**config.mk**
```make
export PLATFORM = sky130hd
export DESIGN_NAME = rf_wb_arbiter_flat
export DESIGN_NICKNAME = d
export VERILOG_FILES = /design/src/rtl/cpu_pkg.sv /design/src/rtl/rf_wb_arbiter_if.sv /design/src/rtl/rr_arb2.sv /design/src/rtl/rf_wb_arbiter.sv /design/src/flat_wrapper.sv
export SDC_FILE = /design/constraint.sdc
export NUM_CORES = 1
export LEC_CHECK = 0
export CORE_AREA = 3 3 106 108
export DETAILED_ROUTE_END_ITERATION = 8
export DIE_AREA = 0 0 109 111
export PLACE_DENSITY = 0.65
export SYNTH_ARGS = -nofsm -noshare
export SYNTH_HDL_FRONTEND = slang
export SYNTH_HIERARCHICAL = 1
export SYNTH_SLANG_ARGS = --single-unit
export TNS_END_PERCENT = 10
```
**constraint.sdc**
```tcl
create_clock -name cpu_clk -period 2.6 [get_ports cpu_clk]
set_clock_uncertainty 0.05 [all_clocks]
set_input_delay 0.26 -clock cpu_clk [delete_from_list [all_inputs] [get_ports cpu_clk]]
set_output_delay 0.26 -clock cpu_clk [all_outputs]
set_load 0.05 [all_outputs]
```
**src/rtl/cpu_pkg.sv**
```systemverilog
// rtl/cpu_pkg.sv - shared core constants: register file geometry and write-back source ids
package cpu_pkg;

    localparam int DEF_REGISTER_WIDTH      = 32;
    localparam int DEF_REGISTER_ADDR_WIDTH = 5;

    typedef enum logic {
        SRC_PIPE = 1'b0,
        SRC_LONG = 1'b1
    } src_id_e;

endpackage

```
**src/rtl/rf_wb_arbiter_if.sv**
```systemverilog
// rtl/rf_wb_arbiter_if.sv - write-back request channels and register file write port
interface rf_wb_arbiter_if
    import cpu_pkg::*;
#(
    parameter int REGISTER_WIDTH      = DEF_REGISTER_WIDTH,
    parameter int REGISTER_ADDR_WIDTH = DEF_REGISTER_ADDR_WIDTH
);

    logic                           src0_valid;
    logic                           src0_ready;
    logic [REGISTER_ADDR_WIDTH-1:0] src0_addr;
    logic [REGISTER_WIDTH-1:0]      src0_data;

    logic                           src1_valid;
    logic                           src1_ready;
    logic [REGISTER_ADDR_WIDTH-1:0] src1_addr;
    logic [REGISTER_WIDTH-1:0]      src1_data;

    logic                           rf_we;
    logic [REGISTER_ADDR_WIDTH-1:0] rf_wd_addr;
    logic [REGISTER_WIDTH-1:0]      rf_wd_data;

    modport master (
        output src0_valid, src0_addr, src0_data,
        output src1_valid, src1_addr, src1_data,
        input  src0_ready, src1_ready,
        input  rf_we, rf_wd_addr, rf_wd_data
    );

    modport slave (
        input  src0_valid, src0_addr, src0_data,
        input  src1_valid, src1_addr, src1_data,
        output src0_ready, src1_ready,
        output rf_we, rf_wd_addr, rf_wd_data
    );

endinterface

```
**src/rtl/rr_arb2.sv**
```systemverilog
// rtl/rr_arb2.sv - two-request round-robin arbiter remembering the last winner
module rr_arb2
    import cpu_pkg::*;
(
    input  logic    cpu_clk,
    input  logic    cpu_rst,
    input  logic    req0,
    input  logic    req1,
    output logic    gnt0,
    output logic    gnt1,
    output src_id_e gnt_id
);

    src_id_e last_grant;

    // Grant the lone requester; under contention favour the source that lost last time
    always_comb begin
        gnt0 = 1'b0;
        gnt1 = 1'b0;
        if (!cpu_rst) begin
            if (req0 && (!req1 || last_grant == SRC_LONG)) begin
                gnt0 = 1'b1;
            end else if (req1) begin
                gnt1 = 1'b1;
            end
        end
        gnt_id = gnt1 ? SRC_LONG : SRC_PIPE;
    end

    // Remember the winner of every transfer; src1 starts as "last" so src0 wins first
    always_ff @(posedge cpu_clk) begin
        if (cpu_rst) begin
            last_grant <= SRC_LONG;
        end else if (gnt0) begin
            last_grant <= SRC_PIPE;
        end else if (gnt1) begin
            last_grant <= SRC_LONG;
        end
    end

endmodule

```
**src/rtl/rf_wb_arbiter.sv**
```systemverilog
// rtl/rf_wb_arbiter.sv - register file write-back arbiter with long-latency busy scoreboard
module rf_wb_arbiter
    import cpu_pkg::*;
#(
    parameter int REGISTER_WIDTH      = DEF_REGISTER_WIDTH,
    parameter int REGISTER_ADDR_WIDTH = DEF_REGISTER_ADDR_WIDTH
)(
    input  logic                           cpu_clk,
    input  logic                           cpu_rst,
    rf_wb_arbiter_if.slave                 wb,
    input  logic                           sb_set,
    input  logic [REGISTER_ADDR_WIDTH-1:0] sb_set_addr,
    input  logic [REGISTER_ADDR_WIDTH-1:0] rs1_addr,
    input  logic [REGISTER_ADDR_WIDTH-1:0] rs2_addr,
    output logic                           rs1_busy,
    output logic                           rs2_busy
);

    localparam int NUM_REGS = 2 ** REGISTER_ADDR_WIDTH;

    logic                           gnt0;
    logic                           gnt1;
    src_id_e                        gnt_id;
    logic                           xfer;
    logic [REGISTER_ADDR_WIDTH-1:0] sel_addr;
    logic [REGISTER_WIDTH-1:0]      sel_data;
    src_id_e                        rf_src;
    logic [NUM_REGS-1:0]            busy;
    logic [NUM_REGS-1:0]            busy_nxt;

    rr_arb2 u_arb (
        .cpu_clk (cpu_clk),
        .cpu_rst (cpu_rst),
        .req0    (wb.src0_valid),
        .req1    (wb.src1_valid),
        .gnt0    (gnt0),
        .gnt1    (gnt1),
        .gnt_id  (gnt_id)
    );

    assign wb.src0_ready = gnt0;
    assign wb.src1_ready = gnt1;
    assign xfer          = gnt0 | gnt1;

    // Steer the granted source onto the write path
    always_comb begin
        sel_addr = gnt1 ? wb.src1_addr : wb.src0_addr;
        sel_data = gnt1 ? wb.src1_data : wb.src0_data;
    end

    // Register the selected write; x0 is accepted but never enabled
    always_ff @(posedge cpu_clk) begin
        if (cpu_rst) begin
            wb.rf_we      <= 1'b0;
            wb.rf_wd_addr <= '0;
            wb.rf_wd_data <= '0;
            rf_src        <= SRC_PIPE;
        end else begin
            wb.rf_we <= xfer && (sel_addr != '0);
            if (xfer) begin
                wb.rf_wd_addr <= sel_addr;
                wb.rf_wd_data <= sel_data;
                rf_src        <= gnt_id;
            end
        end
    end

    // Clear on a long-latency commit, then set on issue so a back-to-back op keeps the bit
    always_comb begin
        busy_nxt = busy;
        if (wb.rf_we && rf_src == SRC_LONG) begin
            busy_nxt[wb.rf_wd_addr] = 1'b0;
        end
        if (sb_set) begin
            busy_nxt[sb_set_addr] = 1'b1;
        end
        busy_nxt[0] = 1'b0;
    end

    // Scoreboard state
    always_ff @(posedge cpu_clk) begin
        if (cpu_rst) begin
            busy <= '0;
        end else begin
            busy <= busy_nxt;
        end
    end

    assign rs1_busy = busy[rs1_addr];
    assign rs2_busy = busy[rs2_addr];

endmodule
```
**src/flat_wrapper.sv**
```systemverilog
// flat-port wrapper written by rule: the top's interface ports become plain ports
module rf_wb_arbiter_flat import cpu_pkg::*;
#(
    parameter int REGISTER_WIDTH      = DEF_REGISTER_WIDTH,
    parameter int REGISTER_ADDR_WIDTH = DEF_REGISTER_ADDR_WIDTH
)
  (cpu_clk, cpu_rst, sb_set, sb_set_addr, rs1_addr, rs2_addr, rs1_busy, rs2_busy, wb_src0_valid, wb_src0_addr, wb_src0_data, wb_src1_valid, wb_src1_addr, wb_src1_data, wb_src0_ready, wb_src1_ready, wb_rf_we, wb_rf_wd_addr, wb_rf_wd_data);
  rf_wb_arbiter_if #(.REGISTER_WIDTH(REGISTER_WIDTH), .REGISTER_ADDR_WIDTH(REGISTER_ADDR_WIDTH)) wb_i ();
  input  logic cpu_clk;
  input  logic cpu_rst;
  input  logic sb_set;
  input  logic [REGISTER_ADDR_WIDTH-1:0] sb_set_addr;
  input  logic [REGISTER_ADDR_WIDTH-1:0] rs1_addr;
  input  logic [REGISTER_ADDR_WIDTH-1:0] rs2_addr;
  output logic rs1_busy;
  output logic rs2_busy;
  input wire logic [$bits(wb_i.src0_valid)-1:0] wb_src0_valid;
  input wire logic [$bits(wb_i.src0_addr)-1:0] wb_src0_addr;
  input wire logic [$bits(wb_i.src0_data)-1:0] wb_src0_data;
  input wire logic [$bits(wb_i.src1_valid)-1:0] wb_src1_valid;
  input wire logic [$bits(wb_i.src1_addr)-1:0] wb_src1_addr;
  input wire logic [$bits(wb_i.src1_data)-1:0] wb_src1_data;
  output wire logic [$bits(wb_i.src0_ready)-1:0] wb_src0_ready;
  output wire logic [$bits(wb_i.src1_ready)-1:0] wb_src1_ready;
  output wire logic [$bits(wb_i.rf_we)-1:0] wb_rf_we;
  output wire logic [$bits(wb_i.rf_wd_addr)-1:0] wb_rf_wd_addr;
  output wire logic [$bits(wb_i.rf_wd_data)-1:0] wb_rf_wd_data;
  assign wb_i.src0_valid = wb_src0_valid;
  assign wb_i.src0_addr = wb_src0_addr;
  assign wb_i.src0_data = wb_src0_data;
  assign wb_i.src1_valid = wb_src1_valid;
  assign wb_i.src1_addr = wb_src1_addr;
  assign wb_i.src1_data = wb_src1_data;
  assign wb_src0_ready = wb_i.src0_ready;
  assign wb_src1_ready = wb_i.src1_ready;
  assign wb_rf_we = wb_i.rf_we;
  assign wb_rf_wd_addr = wb_i.rf_wd_addr;
  assign wb_rf_wd_data = wb_i.rf_wd_data;
  rf_wb_arbiter #(.REGISTER_WIDTH(REGISTER_WIDTH), .REGISTER_ADDR_WIDTH(REGISTER_ADDR_WIDTH)) u_core (.cpu_clk(cpu_clk), .cpu_rst(cpu_rst), .wb(wb_i), .sb_set(sb_set), .sb_set_addr(sb_set_addr), .rs1_addr(rs1_addr), .rs2_addr(rs2_addr), .rs1_busy(rs1_busy), .rs2_busy(rs2_busy));
endmodule
```
Yosys cells after proc, flatten, opt, wreduce, memory -nomap -nowiden:

Cells that the tools add are included.

* output and inout port bits: 42
* flip-flop bits (word level): 72
* word-level logic and storage cells: 46

* mux-type cells: 20
* reductions and logical operators: 9
* $lt $le $gt $ge: 6
* bitwise logic cells: 4

Operator list (number)
* $mux W32: 3
* $and A32 B32 Y32: 1
* $not A32 Y32: 1
* $or A32 B32 Y32: 1
* $lt A5 B6 Y1 const B: 4
* $mux W1: 12
* $bmux W1 S5: 2
* $demux W1 S5: 2
* $ge A5 B1 Y1 const B: 2
* $logic_and A1 B1 Y1: 5
* $mux W5: 1
* $reduce_bool A5 Y1: 1
* $reduce_bool A2 Y1: 1
* $logic_not A1 Y1: 1
* $logic_or A1 B1 Y1: 1
* $or A1 B1 Y1: 1

Logic depth before layout (Yosys ltp):

* depth in word-level cells: 9
* gate-level depth with buffers: 8
* depth with buffers taken out: 6

Hierarchy:

The synthesis kept the hierarchy.

Modules (own cells, without submodules)
* rf_wb_arbiter: times used 1, cells an instance 443, area each 3569.7 um^2, seq. area each 1401.3 um^2
* rr_arb2: times used 1, cells an instance 8, area each 65.1 um^2, seq. area each 20.0 um^2

Worst setup path after synthesis:

Ideal clock, no wire load.

* path type: input to register
* start point: input wb_src1_valid
* end point: register u_core.wb.rf_wd_data[4]
* data arrival time: 2.611 ns
* slack: -0.188 ns
* path buffers: 2
* data required time: 2.422 ns
* stages on the path: 7
* library setup time: 0.128 ns
* cells stage by stage: inv_1 > a211oi_1 > clkbuf_1 > buf_1 > nor2_1 > a21oi_1 > nor2_1

* longest elaborated chain between the ends: 6
* elaborated cells between the ends (all ways): 10
* those cells by class: mux (6); bitwise (1); reduce/logical (3)

RTL lines
* start: declaration: RTL line flat_wrapper.sv:20 `input wire logic [$bits(wb_i.src1_valid)-1:0] wb_src1_valid;`
* $logic_not A1 Y1: RTL line rr_arb2.sv:21 `if (req0 && (!req1 || last_grant == SRC_LONG)) begin`
* $logic_or A1 B1 Y1: RTL line rr_arb2.sv:21
* $logic_and A1 B1 Y1: RTL line rr_arb2.sv:21
* $mux W1 *: RTL line rr_arb2.sv:21
* $mux W1 *: RTL line rr_arb2.sv:20 `if (!cpu_rst) begin`
* net wb_src1_ready: RTL line flat_wrapper.sv:24 `output wire logic [$bits(wb_i.src1_ready)-1:0] wb_src1_ready;`
* $mux W32 / $or A1 B1 Y1 (equally long branches): RTL line rf_wb_arbiter.sv:48, rf_wb_arbiter.sv:43
* end signal: assignment: RTL line rf_wb_arbiter.sv:62 `wb.rf_wd_data <= sel_data;`
* end: declaration: RTL line rf_wb_arbiter_if.sv:34 `output rf_we, rf_wd_addr, rf_wd_data`

The timed path passes the listed nets; every way through them passes the cells marked *.
A chain may end at the register's enable or synchronous reset.

Worst setup path in the final report:

* start point: input rs2_addr[0]
* end point: output rs2_busy

* longest elaborated chain between the ends: 2

RTL lines
* start: declaration: RTL line flat_wrapper.sv:14 `input logic [REGISTER_ADDR_WIDTH-1:0] rs2_addr;`
* $bmux W1 S5: RTL line rf_wb_arbiter.sv:90 `assign rs2_busy = busy[rs2_addr];`
* $mux W1 (implied by the code): RTL line rf_wb_arbiter.sv:90
* end: declaration: RTL line flat_wrapper.sv:16 `output logic rs2_busy;`

No other way between the ends. The select of a mux whose other input is x is not followed.

==> run_results.csv <==
group,metric,value,unit
run_status,outcome,"complete, no violations",
setup_path,max_stage_delay,0.66,ns
timing,period_minus_slack,2.38,ns
pwr,p_switching,824,uW
clocking,cts.sinks,71,
synth,ys_seq_area_share,39.1,%
setup_path,worstPathCellList,"clkdlybuf4s50_1 > mux4_2 > nand2b_1 > o211ai_1 > nand4_1 > buf_4",
floorplan,rows,37,
grt,grt_pass1_wl,18500,microns
synth,yosys-top-cells-count,"nor2_1, a21oi_1, dfxtp_1, mux2i_1, nand2_1",
pwr,switching_share,29.3,%
timing,hold_viol_final,0,
layout,final_layout_size_suffix_gt1_share,6.38,%
timing,finalSetupViolCount,0,
grt,grt_overflow,0,
pwr,p_total,2810,uW
clocking,clock-root-buffer,"clkbuf_8",
synth,syn_nets,545,
floorplan,core-area,10300,sq um
timing,whs,0.391,ns
layout,antenna_cells,0,
timing,tns,0,ns
setup_path,critPathKind,"in2out",
setup_path,critPathSlowestCell,"clkdlybuf4s50_1",
layout,areaGrowthSynthToFinish,47.1,%
grt,first_global_vias,3716,
floorplan,start_util,35.2,%
placement,io_buffers,135,
layout,stdcell_area,5350,sq um
pwr,ir_drop,0.290,mV
clocking,post_cts_buffers,0,
timing,layout_setup_ws,0.223,ns
routing,remaining_drc_errors,0,
synth,yosys.area.top_type_share,39.1,%
timing,final_max_slew_viol_count,0,
min_path,hold_class,"in2reg",
floorplan,die_area,12100,sq um
synth,synth_area_leaders,"dfxtp_1, mux2i_1, a21oi_1, nor2_1, o21ai_0",
pwr,cell_internal_pwr,1990,uW
synth,yosysWarningCount,6,
routing,drt_iter0_markers,146,
synth,synthCells,451,
clocking,htree_levels,3,
floorplan,fp.dieW,109,microns
timing,worstMarginPinSlew,0.728,ns
synth,syn_area_per_cell,8.06,sq um
setup_path,end_kind,"output port",
synth,ys_ff_latch,71,
grt,grt_start_max_net_pins,45,
grt,antenna_found_initial,0,
routing,wl,11500,microns
setup_path,cp.arrival,2.07,ns
synth,synth_top_area_cell,"dfxtp_1",
setup_path,cp-start-kind,"input port",
pwr,combPwrFrac,24.5,%
pwr,power_frac_clock,33.6,%
clocking,cts_resized,0,
setup_path,crit_fanout,7,
routing,vias_per_cell,5.22,
pwr,pwr-share-seq,41.9,%
setup_path,required,2.29,ns
clocking,clkLatencyLatePin,0.34,ns
routing,drt_pass1_iterations,5,
synth,synth.distinct_cells,31,
placement,gp_congestion,0.844,
timing,period_share,91.4,%
pwr,powerDensity,526,nW/um^2
routing,wl_per_cell,16.1,microns
clocking,cts_hold_buf,0,
grt,groute.usage.overall,19.1,%
routing,drtAntennaViolNets,0,
pwr,total_leakage_power,0.00197,uW
routing,vias,3734,
placement,dp_hpwl,8460,microns
synth,synth_ff_type,"dfxtp_1",
synth,synthArstFlopShare,0,%
clocking,numCtsBuffers,9,
synth,syn_area,3630,sq um
layout,fill_cells,982,
run,maxCapViolCount,0,
floorplan,num_io_pins,136,
synth,yosys.cell_count.top_type,"nor2_1",
placement,dpl_worst_slack,0.236,ns
timing,rsz0062_at_grt,"false",
clocking,cts_tree,"built",
clocking,clk_pin_slew_worst_paths,0.07,ns
clocking,cts_buffer_depth,2,
timing,fmax,0.421,GHz
layout,final_nets,669,
placement,placed_cell_area,5140,sq um
floorplan,die_h,111,microns
synth,synth_edf_count,0,
timing,relSlewSlack,51.3,%
==> logic make-up after synthesis <==
logic type | Yosys count | share of synthesized area [%]
simple gates | 165 | 20.6
compound gates | 121 | 17.8
buf+inv | 34 | 3.96
flops | 71 | 39.1
mux | 60 | 18.6
==> cell usage in the layout, fill, tap and decap left out, types with 3 or more instances in the layout <==
cell             Yosys  routed
clkdlybuf4s50_1      0     130
nor2_1              81      81
a21oi_1             75      75
dfxtp_1             71      71
mux2i_1             54      54
nand2_1             38      38
o21ai_0             32      32
clkbuf_8             0       9
nand3_1              9       9
buf_4                1       8
mux4_2               6       6
nor2b_1              6       6
buf_12               0       4
nand2b_1             4       4
inv_1                4       4
a22oi_1              4       4
nor3b_1              4       4
clkbuf_1            16       3
a211oi_1             4       3
nand4_1              3       3
and3b_1              3       3
nand3b_1             3       3
==> final cells by class <==
| class | instances | area [sq um] | share of cell area [%] |
|---|---|---|---|
| multi-input combinational | 346 | 2090 | 39.0 |
| timing repair buffer | 143 | 1450 | 27.1 |
| sequential | 71 | 1420 | 26.6 |
| tap | 136 | 170 | 3.18 |
| clock buffer | 12 | 135 | 2.53 |
| clock inverter | 4 | 70.1 | 1.31 |
| inverter | 4 | 15.0 | 0.281 |
==> state kept, by name, summed over array words and instances (netlist names) <==
register                 count
u_core/busy                 31
u_core/rf_src                1
u_core/wb.rf_wd_data        32
u_core/wb.rf_we              1
u_core/u_arb/last_grant      1
u_core/wb.rf_wd_addr         5
==> final timing paths <==
kind                                               from                        to  slack [ns]  cells past startpoint
worst max-delay path                        rs2_addr[0]                  rs2_busy        0.22                      6
worst min-delay path                            cpu_rst            u_core/busy[7]        0.39                      2
worst max register to register  u_core/u_arb/last_grant  u_core/wb.rf_wd_data[12]        0.95                      7
worst min register to register          u_core/busy[18]           u_core/busy[18]        0.45                      2
==> critical path: cells and delay by family <==
kind                   cells  cell delay [ns]
muxes                      1             0.54
buffers and inverters      2             0.86
and+or+nand+nor            2             0.27
AOI/OAI and AO/OA          1             0.13
==> layer usage <==
metal	wire [microns]	GRT usage (%)	vias up
li1	-	-	1836
met1	4870	23.5	1730
met2	5230	29.6	163
met3	1340	9.14	5
met4	90	5.39	0
met5	0	0	-
==> power groups by stage <==
stage          Clock [uW]  Sequential, uW  Combinational [uW]
6_report              944            1180                 690
2_1_floorplan           0            1330                 249
3_5_place_dp            0            1200                 688
4_1_cts               966            1180                 692
5_1_grt              1030            1180                 740
3_3_place_gp            0            1200                 682
==> stage by stage <==
stage	std cells	util (%)
after floorplan	451	-
after global placement	700	49.8
after detailed placement	700	49.8
after CTS	716	51.8
after global routing	716	51.8
final	716	51.8
Power figures use the tool's default switching activity.
